`src/rtl/run_sequencer_pkg.sv`:
```
// Shared types and default sizing for the run sequencer and its statistics block.
package run_sequencer_pkg;

  localparam int unsigned DefaultCntWidth      = 32;
  localparam int unsigned DefaultTimeoutCycles = 1048576;

  typedef enum logic [2:0] {
    StIdle,
    StArm,
    StLaunch,
    StRun,
    StFinish
  } seq_state_e;

endpackage

```
`src/rtl/cycle_stats.sv`:
```
// Per-run latency statistics: last, min, max, saturating total and completed-run count.
module cycle_stats #(
  parameter int unsigned CNT_WIDTH = 32
) (
  input  logic                 aclk,
  input  logic                 areset,
  input  logic                 clear,
  input  logic                 complete,
  input  logic [CNT_WIDTH-1:0] count,
  output logic [CNT_WIDTH-1:0] runs_done,
  output logic [CNT_WIDTH-1:0] cycles_last,
  output logic [CNT_WIDTH-1:0] cycles_min,
  output logic [CNT_WIDTH-1:0] cycles_max,
  output logic [CNT_WIDTH-1:0] cycles_total
);

  localparam logic [CNT_WIDTH-1:0] AllOnes = '1;

  logic [CNT_WIDTH-1:0] runs_q, last_q, min_q, max_q, total_q;
  logic [CNT_WIDTH:0]   total_sum;

  // One extra bit exposes the carry used for saturation.
  assign total_sum = {1'b0, total_q} + {1'b0, count};

  always_ff @(posedge aclk or posedge areset) begin
    if (areset) begin
      runs_q  <= '0;
      last_q  <= '0;
      min_q   <= AllOnes;
      max_q   <= '0;
      total_q <= '0;
    end else if (clear) begin
      runs_q  <= '0;
      min_q   <= AllOnes;
      max_q   <= '0;
      total_q <= '0;
    end else if (complete) begin
      runs_q <= runs_q + 1'b1;
      last_q <= count;
      if (count < min_q) begin
        min_q <= count;
      end
      if (count > max_q) begin
        max_q <= count;
      end
      total_q <= total_sum[CNT_WIDTH] ? AllOnes : total_sum[CNT_WIDTH-1:0];
    end
  end

  assign runs_done    = runs_q;
  assign cycles_last  = last_q;
  assign cycles_min   = min_q;
  assign cycles_max   = max_q;
  assign cycles_total = total_q;

endmodule

```
`src/rtl/run_sequencer.sv`:
```
// Launches an accelerator a requested number of times over its enable/ready handshake,
// aborting any run that exceeds TIMEOUT_CYCLES and collecting per-run latency statistics.
module run_sequencer
  import run_sequencer_pkg::*;
#(
  parameter int unsigned CNT_WIDTH      = DefaultCntWidth,
  parameter int unsigned TIMEOUT_CYCLES = DefaultTimeoutCycles
) (
  input  logic                 aclk,
  input  logic                 areset,
  input  logic                 start,
  input  logic [CNT_WIDTH-1:0] iterations,
  output logic                 accel_enable,
  input  logic                 accel_ready,
  output logic                 busy,
  output logic                 done,
  output logic                 error,
  output logic [CNT_WIDTH-1:0] runs_done,
  output logic [CNT_WIDTH-1:0] cycles_last,
  output logic [CNT_WIDTH-1:0] cycles_min,
  output logic [CNT_WIDTH-1:0] cycles_max,
  output logic [CNT_WIDTH-1:0] cycles_total
);

  // The latency counter must reach TIMEOUT_CYCLES-1 without wrapping.
  if (CNT_WIDTH < 64) begin : gen_timeout_check
    if ((TIMEOUT_CYCLES < 2) ||
        (64'(TIMEOUT_CYCLES) > ((64'd1 << CNT_WIDTH) - 64'd1))) begin : gen_timeout_bad
      $error("run_sequencer: TIMEOUT_CYCLES must be in [2, 2**CNT_WIDTH-1]");
    end
  end

  localparam logic [CNT_WIDTH-1:0] TimeoutLast = CNT_WIDTH'(TIMEOUT_CYCLES - 1);

  seq_state_e           state_q;
  logic [CNT_WIDTH-1:0] iter_q;
  logic [CNT_WIDTH-1:0] lat_q;
  logic                 enable_q;
  logic                 busy_q;
  logic                 done_q;
  logic                 error_q;

  logic [CNT_WIDTH-1:0] lat_inc;
  logic [CNT_WIDTH-1:0] runs_next;
  logic                 timed_out;
  logic                 stats_clear;
  logic                 run_complete;

  assign lat_inc      = lat_q + 1'b1;
  assign runs_next    = runs_done + 1'b1;
  assign timed_out    = (state_q inside {StLaunch, StRun}) && (lat_q == TimeoutLast);
  assign stats_clear  = (state_q == StIdle) && start;
  // The timeout wins over a completion seen in the same cycle.
  assign run_complete = (state_q == StRun) && accel_ready && !timed_out;

  always_ff @(posedge aclk or posedge areset) begin
    if (areset) begin
      state_q  <= StIdle;
      iter_q   <= '0;
      lat_q    <= '0;
      enable_q <= 1'b0;
      busy_q   <= 1'b0;
      done_q   <= 1'b0;
      error_q  <= 1'b0;
    end else begin
      done_q <= 1'b0;
      unique case (state_q)
        StIdle: begin
          if (start) begin
            busy_q  <= 1'b1;
            error_q <= 1'b0;
            iter_q  <= iterations;
            if (iterations == '0) begin
              state_q <= StFinish;
              done_q  <= 1'b1;
            end else begin
              state_q <= StArm;
            end
          end
        end
        StArm: begin
          if (accel_ready) begin
            state_q  <= StLaunch;
            enable_q <= 1'b1;
            lat_q    <= '0;
          end
        end
        StLaunch: begin
          if (timed_out) begin
            state_q  <= StFinish;
            enable_q <= 1'b0;
            error_q  <= 1'b1;
            done_q   <= 1'b1;
          end else begin
            lat_q <= lat_inc;
            if (!accel_ready) begin
              state_q  <= StRun;
              enable_q <= 1'b0;
            end
          end
        end
        StRun: begin
          if (timed_out) begin
            state_q  <= StFinish;
            enable_q <= 1'b0;
            error_q  <= 1'b1;
            done_q   <= 1'b1;
          end else if (accel_ready) begin
            if (runs_next == iter_q) begin
              state_q <= StFinish;
              done_q  <= 1'b1;
            end else begin
              state_q <= StArm;
            end
          end else begin
            lat_q <= lat_inc;
          end
        end
        StFinish: begin
          busy_q  <= 1'b0;
          state_q <= StIdle;
        end
        default: state_q <= StIdle;
      endcase
    end
  end

  // The completion cycle itself is part of the reported latency.
  cycle_stats #(
    .CNT_WIDTH (CNT_WIDTH)
  ) u_cycle_stats (
    .aclk         (aclk),
    .areset       (areset),
    .clear        (stats_clear),
    .complete     (run_complete),
    .count        (lat_inc),
    .runs_done    (runs_done),
    .cycles_last  (cycles_last),
    .cycles_min   (cycles_min),
    .cycles_max   (cycles_max),
    .cycles_total (cycles_total)
  );

  assign accel_enable = enable_q;
  assign busy         = busy_q;
  assign done         = done_q;
  assign error        = error_q;

endmodule

```
`config.mk`:
```
export PLATFORM = sky130hd
export DESIGN_NAME = run_sequencer
export DESIGN_NICKNAME = d
export VERILOG_FILES = /design/src/rtl/run_sequencer_pkg.sv /design/src/rtl/cycle_stats.sv /design/src/rtl/run_sequencer.sv
export SDC_FILE = /design/constraint.sdc
export NUM_CORES = 1
export LEC_CHECK = 0
export CAP_MARGIN = 25
export CORE_ASPECT_RATIO = 0.9
export CORE_UTILIZATION = 25
export CTS_BUF_LIST = sky130_fd_sc_hd__clkbuf_16
export DETAILED_ROUTE_END_ITERATION = 10
export GPL_TIMING_DRIVEN = 0
export PLACE_DENSITY = 0.44
export REMOVE_ABC_BUFFERS = 1
export SYNTH_ARGS = -nofsm -noshare
export SYNTH_HDL_FRONTEND = slang
export SYNTH_SLANG_ARGS = --single-unit
```
`constraint.sdc`:
```
create_clock -name aclk -period 8.9 [get_ports aclk]
set_input_delay 1.78 -clock aclk [delete_from_list [all_inputs] [get_ports aclk]]
set_output_delay 1.78 -clock aclk [all_outputs]
set_load 0.02 [all_outputs]
```
# == Word-level counts from Yosys, hierarchy flattened ==
# Cells that the tools add are included.
# totals
register_bits,231
in_bits,36
wordCells,99
out_inout_bits,164
# classes
n_addsub,3
reduce_logical,24
n_lt_le_gt_ge,2
n_mux,42
eq_ne,15
n_bitwise,1
# op_table
op,count
two-way mux 32 bit,15
one-hot mux 32 bit (3 select lines),1
adder 32 x 1 -> 32 bit (second input constant),2
adder 32 x 32 -> 33 bit,1
== test 32 x 20 -> 1 bit (second input constant),1
== test 32 bit,1
greater-than comparator 32 bit,1
logical NOT 32 bit,1
< comparator 32 bit,1
two-way mux 3 bit,8
two-way mux 1 bit,13
inequality test 2 bit (second input constant),6
one-hot mux 3 bit (4 select lines),1
nonzero test 2 bit,6
AND reduction 2 bit,5
AND reduction 4 bit,2
== test 3 x 2 -> 1 bit (second input constant),2
inequality test 3 bit (second input constant),2
one-hot mux 1 bit (3 select lines),2
AND reduction 5 bit,1
logical AND 1 bit,4
one-hot mux 1 bit (2 select lines),2
== test 3 x 1 -> 1 bit (second input constant),1
== test 3 bit (second input constant),1
other kinds (7),7

# == Logic depth before layout (Yosys ltp) ==
# Gate-level depths: netlist of the first run.
# depth
ltp_word,7
depth_mapped,20
mapped_depth_nobuf,19

# == Modules after synthesis ==
# From an unflattened synthesis of the first run, not the netlist that was laid out.
# unflattened
cells_unflattened,1519
area_unflattened_um2,14702.9
# by_module_without_submodules
mod,seq_area_each_um2,instances,cells_each,area_per_inst_um2
cycle_stats,4043.9,1,961,9746.8
run_sequencer,1776.7,1,558,4956.0

# == Worst setup path after synthesis of the first run ==
# No wires, ideal clock.
# synth_path
path_type,register to register
from,register lat_q[2]
to,register u_cycle_stats.min_q[10] (netlist: u_cycle_stats.cycles_min[10])
setup_ps,75
synth_period_minus_slack_ps,4150
path_stages_with_launch,19
required_time_ps,8825
setup_slack_ps,4750
t_arrival_ps,4075
path_buffers,1
cell_sequence,dfrtp_1 > and3_1 > and3_1 > nand2_1 > or3_1 > nor3b_2 > and2_1 > nand4_1 > xor2_1 > inv_1 > ha_1 > nand2_1 > nor4_1 > a2111oi_0 > o221ai_1 > a211o_1 > nor2_1 > buf_4 > mux2i_1
# synth_via
word_cells_on_any_way,12
cone_classes,1 x add/sub; 1 x order compare; 1 x eq/ne; 3 x mux; 6 x reduce/logical
# synth_lines
element,line_no,rtl
start: declaration,run_sequencer.sv:37,logic [CNT_WIDTH-1:0] lat_q;
start signal: assignment,run_sequencer.sv:95,lat_q <= lat_inc;
start signal: assignment,run_sequencer.sv:116,lat_q <= lat_inc;
adder 32 x 1 -> 32 bit,run_sequencer.sv:49,assign lat_inc = lat_q + 1'b1;
via lat_inc[27],run_sequencer.sv:43,logic [CNT_WIDTH-1:0] lat_inc;
< comparator 32 bit,cycle_stats.sv:40,if (count < min_q) begin
nonzero test 2 bit (no line),n/a,
AND reduction 2 bit (no line),n/a,
end signal: assignment,cycle_stats.sv:29,min_q <= AllOnes;
end signal: assignment,cycle_stats.sv:34,min_q <= AllOnes;
end signal: assignment,cycle_stats.sv:41,min_q <= count;
end: declaration,cycle_stats.sv:19,"logic [CNT_WIDTH-1:0] runs_q, last_q, min_q, max_q, total_q;"
# The timed path passes the listed nets, and every way through them passes these cells. The select of a mux whose other input is x is not followed.
# A chain may end at the register's enable or synchronous reset.

# == Final worst setup path of the first run ==
# layout_path
from,register lat_q[0]
to,register u_cycle_stats.max_q[27] (netlist: u_cycle_stats.cycles_max[27])
# layout_via
word_cells_on_any_way,12
cone_classes,1 x add/sub; 1 x order compare; 1 x eq/ne; 3 x mux; 6 x reduce/logical
# layout_lines
element,line_no,rtl
adder 32 x 1 -> 32 bit,run_sequencer.sv:49,
via lat_inc[26],run_sequencer.sv:43,
greater-than comparator 32 bit,cycle_stats.sv:43,if (count > max_q) begin
nonzero test 2 bit (no line),n/a,
AND reduction 2 bit (no line),n/a,
end signal: assignment,cycle_stats.sv:44,max_q <= count;
end: declaration,cycle_stats.sv:19,
# The timed path passes the listed nets, and every way through them passes these cells. The select of a mux whose other input is x is not followed.

==> results of run 1 <==
[worst max path at each step]
stage,from,endpoint,depth (start not counted)
2_1_floorplan,areset,accel_enable$_DFFE_PP0P_,1
3_3_place_gp,areset,lat_q[26]$_DFFE_PP0P_,2
3_5_place_dp,lat_q[0]$_DFFE_PP0P_,u_cycle_stats.cycles_max[30]$_DFFE_PP0P_,17
4_1_cts,lat_q[0]$_DFFE_PP0P_,u_cycle_stats.cycles_max[26]$_DFFE_PP0P_,17
5_1_grt,lat_q[0]$_DFFE_PP0P_,u_cycle_stats.cycles_max[25]$_DFFE_PP0P_,17
6_report,lat_q[0]$_DFFE_PP0P_,u_cycle_stats.cycles_max[27]$_DFFE_PP0P_,17
[cell families (layout without fill, tap and decap cells)]
kind of cell | Yosys count | after routing | share of synthesized area
fa+ha+maj | 99 | 99 | 0.0876
xor+xnor | 104 | 104 | 0.0660
compound gates | 369 | 369 | 0.158
buf+inv | 180 | 374 | 0.0516
flops | 231 | 231 | 0.409
simple gates | 546 | 546 | 0.182
mux | 65 | 65 | 0.0458
[layer usage]
metal,vias up,share of wire
li1,5945,-
met1,5920,0.46
met2,205,0.47
met3,62,0.041
met4,0,0.026
met5,-,0
[cell type report]
class | instances | area share
clock inverter | 25 | 0.00730
multi-input combinational | 1183 | 0.431
inverter | 111 | 0.0236
timing repair buffer | 209 | 0.122
tap | 756 | 0.0525
sequential | 231 | 0.323
clock buffer | 29 | 0.0403
[layout by cell type, fill, tap and decap left out, types with 5 or more instances in the layout]
cell               n
a211oi_1           7
a21o_1            22
a21oi_1           87
a22o_1             6
a31o_2             6
a31oi_1           29
and2_1             8
and3_1            22
and4_1             9
clkbuf_16         29
clkdlybuf4s50_1  199
clkinv_1           7
dfrtp_1          199
dfstp_2           32
ha_1              98
inv_1            119
mux2i_1           64
nand2_1          246
nand2b_1           7
nand3_1           45
nand4_1           23
nor2_1           104
nor2b_1            9
nor3_1            16
nor4_1            16
o211ai_1           5
o21a_1            11
o21ai_0          133
o21ai_1            6
o21bai_1           7
o31ai_1           12
o41ai_1            7
xnor2_1           51
xor2_1            51
[worst max-delay path, cell delays in order (launching register included)]
cell	delay (ns)
dfrtp_1	0.63
ha_1	0.38
nand3_1	0.28
nor4_4	0.57
and3_1	0.34
nand3_1	0.11
xor2_1	0.45
inv_1	0.22
ha_1	0.34
and4_1	0.28
nand4_1	0.16
nor3_1	0.31
and3_1	0.30
a221oi_1	0.10
o21ai_1	0.38
o221ai_4	0.48
buf_12	0.34
mux2i_1	0.14
[stage by stage]
stage / cell area, um^2 / setup TNS [ns]
after global placement: 16900 / -739.48
after floorplan: 13900 / 0
after CTS: 18000 / 0
after global routing: 18000 / 0
after detailed placement: 17200 / 0
final: 18000 / 0
[sequential cells by signal (all words and copies together), names as in the netlist]
signal                      cells
iter_q                         32
u_cycle_stats.cycles_last      32
u_cycle_stats.cycles_max       32
accel_enable                    1
done                            1
u_cycle_stats.cycles_total     32
error                           1
busy                            1
state_q                         3
lat_q                          32
u_cycle_stats.cycles_min       32
u_cycle_stats.runs_done        32
[power breakdown]
part,internal (uW),leakage [uW],switching (uW)
Combinational,893,0.00470,1250
Clock,592,0.000447,497
Sequential,1350,0.00300,250
==> impl_metrics.ini, run 1 <==
[grt]
grt-busiest-layer = met2
antenna_found_initial = 0
grt_max_degree = 119
grt_pass1_wl_um = 72500
met3_usage = 0.0281
grt_use_total = 0.160
grt-ovfl-total = 0
first_global_vias = 12100
met2_usage = 0.262
grtUsageMet1 = 0.215

[placement]
pre_cts_ws_ns = 2.74
gp_congestion = 0.779
io_buffers = 199
dp.cells = 2490
dp_hpwl_um = 33800

[route]
first_iter_violations = 637
drtPass1Iterations = 5
post-route-drc-count = 0
drt.antenna.violating_nets = 0
vias = 12100
drt-wirelength-per-cell_um = 18.2
routed_via_density = 4.77
wl_um = 46300

[min_path]
holdPathEnd = u_cycle_stats.cycles_last[6]$_DFFE_PP0P_
worstHoldStart = u_cycle_stats.cycles_last[6]$_DFFE_PP0P_
hold-path-cell-count = 2
hold_path.class = reg2reg

[cells_and_area]
num-nets-final = 1900
n_antenna_cell = 0
fill_cells = 5798
multi_input_area_um2 = 7760
drive_above_1_share = 0.0632
post-route-util = 0.322
area_delta_synth_final_pct = 26.5
seqCellArea_um2 = 5820
layout.cells.non_filler = 2544

[logic_synthesis]
synth_cells = 1594
ys_warn_count = 0
ys_ff_latch = 231
synth_common_cells = nand2_1, dfrtp_1, o21ai_0
syn_avg_cell_area_um2 = 8.93
synth.most_common_cell = nand2_1
synth_cell_type_count = 78
synthDominantCellAreaShare = 0.350
synth.area.top_cells = dfrtp_1, ha_1, nand2_1
synth-async-reset-ratio = 1.00
synth_edf_count = 0
synth_flop_cell = dfrtp_1
synth.yosys.seq_area_share = 0.409
synthesis.area_um2 = 14200
synth_top_cell_by_area = dfrtp_1

[cts]
clock_latency_ns = 0.59
cts_resized = 0
post_cts_buffers = 0
cts-root-buf = clkbuf_16
cts_tree = built
clock_sinks = 231
htreeDepth = 1
clk_pin_slew_ns = 0.06
ctsHoldBuffers = 0
cts_inserted_buffers = 29
clockBufferDepth = 3

[floorplanning]
die_h_um = 228
core_um2 = 55900
rows = 82
start_util = 0.255
dieArea_um2 = 57900
dieWidth_um = 254
num_io_pins = 200

[timing]
setup_viol = 0
holdWs_ns = 0.482
period_share = 0.674
rsz0062_at_grt = no
fin_skew_ns = 0.0294
final_hold_viol_count = 0
slew_headroom = 0.403
fmax_mhz = 167
setup_ws_ns = 2.90
worst_pin_slew_ns = 0.893
maxSlewViolCount = 0
fin_crit_ns = 6.00

[worst_setup_path]
crit_type = reg2reg
r2r_start = lat_q[0]$_DFFE_PP0P_
r2r_cells = 17
setup.worst_path.end_class = register
start_kind = register
rrSetupSlack_ns = 2.90
critPathRequiredTime_ns = 9.34
cp_max_fo = 19
r2r_end = u_cycle_stats.cycles_max[27]$_DFFE_PP0P_
cp_data_arrival_time_ns = 6.44

[power]
p_leak_uw = 0.00814
max-vdd-ir-drop_mv = 0.130
power.total_uw = 4830
power_per_cell_area_nw_per_um2 = 268

[status]
status = finished, final reports clean

[job]
drv_cap = 0
Note: power is estimated with default switching activity, not from simulation.
==> run 2: changes to the inputs <==
==> constraint.sdc (replaced) <==
create_clock -name aclk -period 6 [get_ports aclk]
set_input_delay 1.2 -clock aclk [delete_from_list [all_inputs] [get_ports aclk]]
set_output_delay 1.2 -clock aclk [all_outputs]
set_load 0.02 [all_outputs]
==> run 2 against run 1 <==
Effect of this change:
- wire length is 0.10% higher
- critical path type unchanged
- die area stayed put
- clock-buffer cell count stayed put
- first-iteration DRC count is 1.3% higher
==> impl_metrics.ini, run 2 (synthesized netlist as in run 1, its figures left out) <==
[worst_setup_path]
path_cells = and3_1, and3_1, nand2_1, or3_1, nor3b_2, and2_1, nand4_1, xor2_1, inv_1, ha_1, and4_1, nand4_1, nor3_1, and3_1, a221oi_1, o21ai_1, o221ai_4, buf_12, buf_4, mux2i_1
cp_data_arrival_time_ns = 6.04
setup.worst_path.end_class = register
start_kind = register
cp_max_fo = 8
critical-path-max-stage-delay_ns = 0.43
crit_type = reg2reg
cpMaxStageDelayCell = dfrtp_1
worst_path_most_repeated_cell = and3_1
critPathRequiredTime_ns = 6.43

[timing]
slew_headroom = 0.391
worst_pin_slew_ns = 0.911
holdWs_ns = 0.481
fmax_mhz = 178
setup_viol = 0
fin_skew_ns = 0.0310
period_share = 0.934
rsz0062_at_grt = no
final_hold_viol_count = 0
maxSlewViolCount = 0
fin_crit_ns = 5.61

[placement]
gp_congestion = 0.779
dp.cells = 2490
io_buffers = 199
dp_hpwl_um = 33800
dpl-instance-area_um2 = 17200

[floorplanning]
num_io_pins = 200
dieArea_um2 = 57900
die_h_um = 228
start_util = 0.255
rows = 82
dieWidth_um = 254
core_um2 = 55900

[job]
drv_cap = 0

[grt]
grt_use_total = 0.160
grt_max_degree = 119
grt-ovfl-total = 0
antenna_found_initial = 0
grt_pass1_wl_um = 72600
first_global_vias = 12100

[cells_and_area]
final_area_um2 = 18100
layout.cells.non_filler = 2548
num-nets-final = 1904
layout_commonest_cell = nand2_1
area_delta_synth_final_pct = 27.0
drive_above_1_share = 0.0681
fill_cells = 5799
n_antenna_cell = 0
layout_common_cells = nand2_1, clkdlybuf4s50_1, dfrtp_1

[cts]
cts_inserted_buffers = 29
clk_pin_slew_ns = 0.06
clock_latency_ns = 0.59
clock_sinks = 231
clockBufferDepth = 3
cts_tree = built
htreeDepth = 1
cts-root-buf = clkbuf_16

[route]
vias = 12200
routed_via_density = 4.78
drt.antenna.violating_nets = 0
post-route-drc-count = 0
drtPass1Iterations = 5
drt-wirelength-per-cell_um = 18.2
first_iter_violations = 645
wl_um = 46400

[min_path]
hold_path.class = reg2reg

[power]
switchingPower_uw = 2960
p_clk_frac = 0.225
p_leak_uw = 0.00817
max-vdd-ir-drop_mv = 0.193
power_per_cell_area_nw_per_um2 = 397
internal-power_uw = 4230
swShare = 0.412
pwr-share-comb = 0.444
seqPwrFrac = 0.331

[status]
status = finished, final reports clean
==> run 2: critical path, delay by kind of cell (launching register included) <==
family | cells | cell delay [ns]
AOI/OAI and AO/OA | 3 | 0.72
xor gates and xnor gates | 1 | 0.40
adders and majority gates | 1 | 0.33
buffers and inverters | 3 | 0.59
DFF | 1 | 0.43
muxes | 1 | 0.14
and+or+nand+nor | 11 | 2.82
==> run 2: what timing repair did <==
item	CTS	global route
pin swaps	1	1
hold buffers	0	0
setup buffers	2	2
gates resized for setup	0	5
endpoints found under the setup margin	20	27
==> run 2: cell type report <==
class / instances / area [um^2] / area share
Tap cell: 756 / 946 / 0.0523
Clock buffer: 29 / 726 / 0.0401
Multi-Input combinational cell: 1183 / 7790 / 0.431
Inverter: 111 / 424 / 0.0235
Sequential cell: 231 / 5820 / 0.322
Timing Repair Buffer: 213 / 2250 / 0.124
Clock inverter: 25 / 131 / 0.00727
==> run 2: stage by stage <==
| step | utilization | worst slack [ns] | power, uW | setup TNS (ns) |
|---|---|---|---|---|
| 5_1_grt | 0.323 | 0.0186 | 7730 | 0 |
| 3_3_place_gp | 0.301 | -5.70 | 5600 | -1509.19 |
| 4_1_cts | 0.323 | 0.0717 | 7330 | 0 |
| 2_1_floorplan | - | -1.48 | 4310 | -305.17 |
| 6_report | 0.323 | 0.395 | 7180 | 0 |
| 3_5_place_dp | 0.307 | -0.155 | 5640 | -2.84 |
==> run 2: worst paths after layout <==
kind / startpoint / slack, ns / end / cells past startpoint
worst max-delay path: lat_q[2]$_DFFE_PP0P_ / 0.39 / u_cycle_stats.cycles_max[10]$_DFFE_PP0P_ / 20
worst min-delay path: u_cycle_stats.cycles_last[6]$_DFFE_PP0P_ / 0.48 / u_cycle_stats.cycles_last[6]$_DFFE_PP0P_ / 2
worst max register to register: lat_q[2]$_DFFE_PP0P_ / 0.39 / u_cycle_stats.cycles_max[10]$_DFFE_PP0P_ / 20
worst min register to register: u_cycle_stats.cycles_last[6]$_DFFE_PP0P_ / 0.48 / u_cycle_stats.cycles_last[6]$_DFFE_PP0P_ / 2
max in group asynchronous: areset / 3.72 / u_cycle_stats.cycles_max[29]$_DFFE_PP0P_ / 4
min in group asynchronous: areset / 1.22 / u_cycle_stats.cycles_max[7]$_DFFE_PP0P_ / 3
==> run 2: routing by layer <==
layer | GRT usage | routed length (um) | vias to the layer above
li1 | - | - | 5955
met1 | 0.215 | 21200 | 5944
met3 | 0.0281 | 2170 | 62
met2 | 0.262 | 21800 | 231
met5 | 0 | 0 | -
met4 | 0.0420 | 1180 | 0
==> run 2: power groups by stage <==
| stage | registers, uW | clock network [uW] | logic, uW |
|---|---|---|---|
| global placement | 2410 | 0 | 3190 |
| floorplan | 2590 | 0 | 1710 |
| CTS | 2390 | 1680 | 3250 |
| finish | 2380 | 1610 | 3190 |
| global route | 2440 | 1750 | 3530 |
| detailed placement | 2420 | 0 | 3220 |
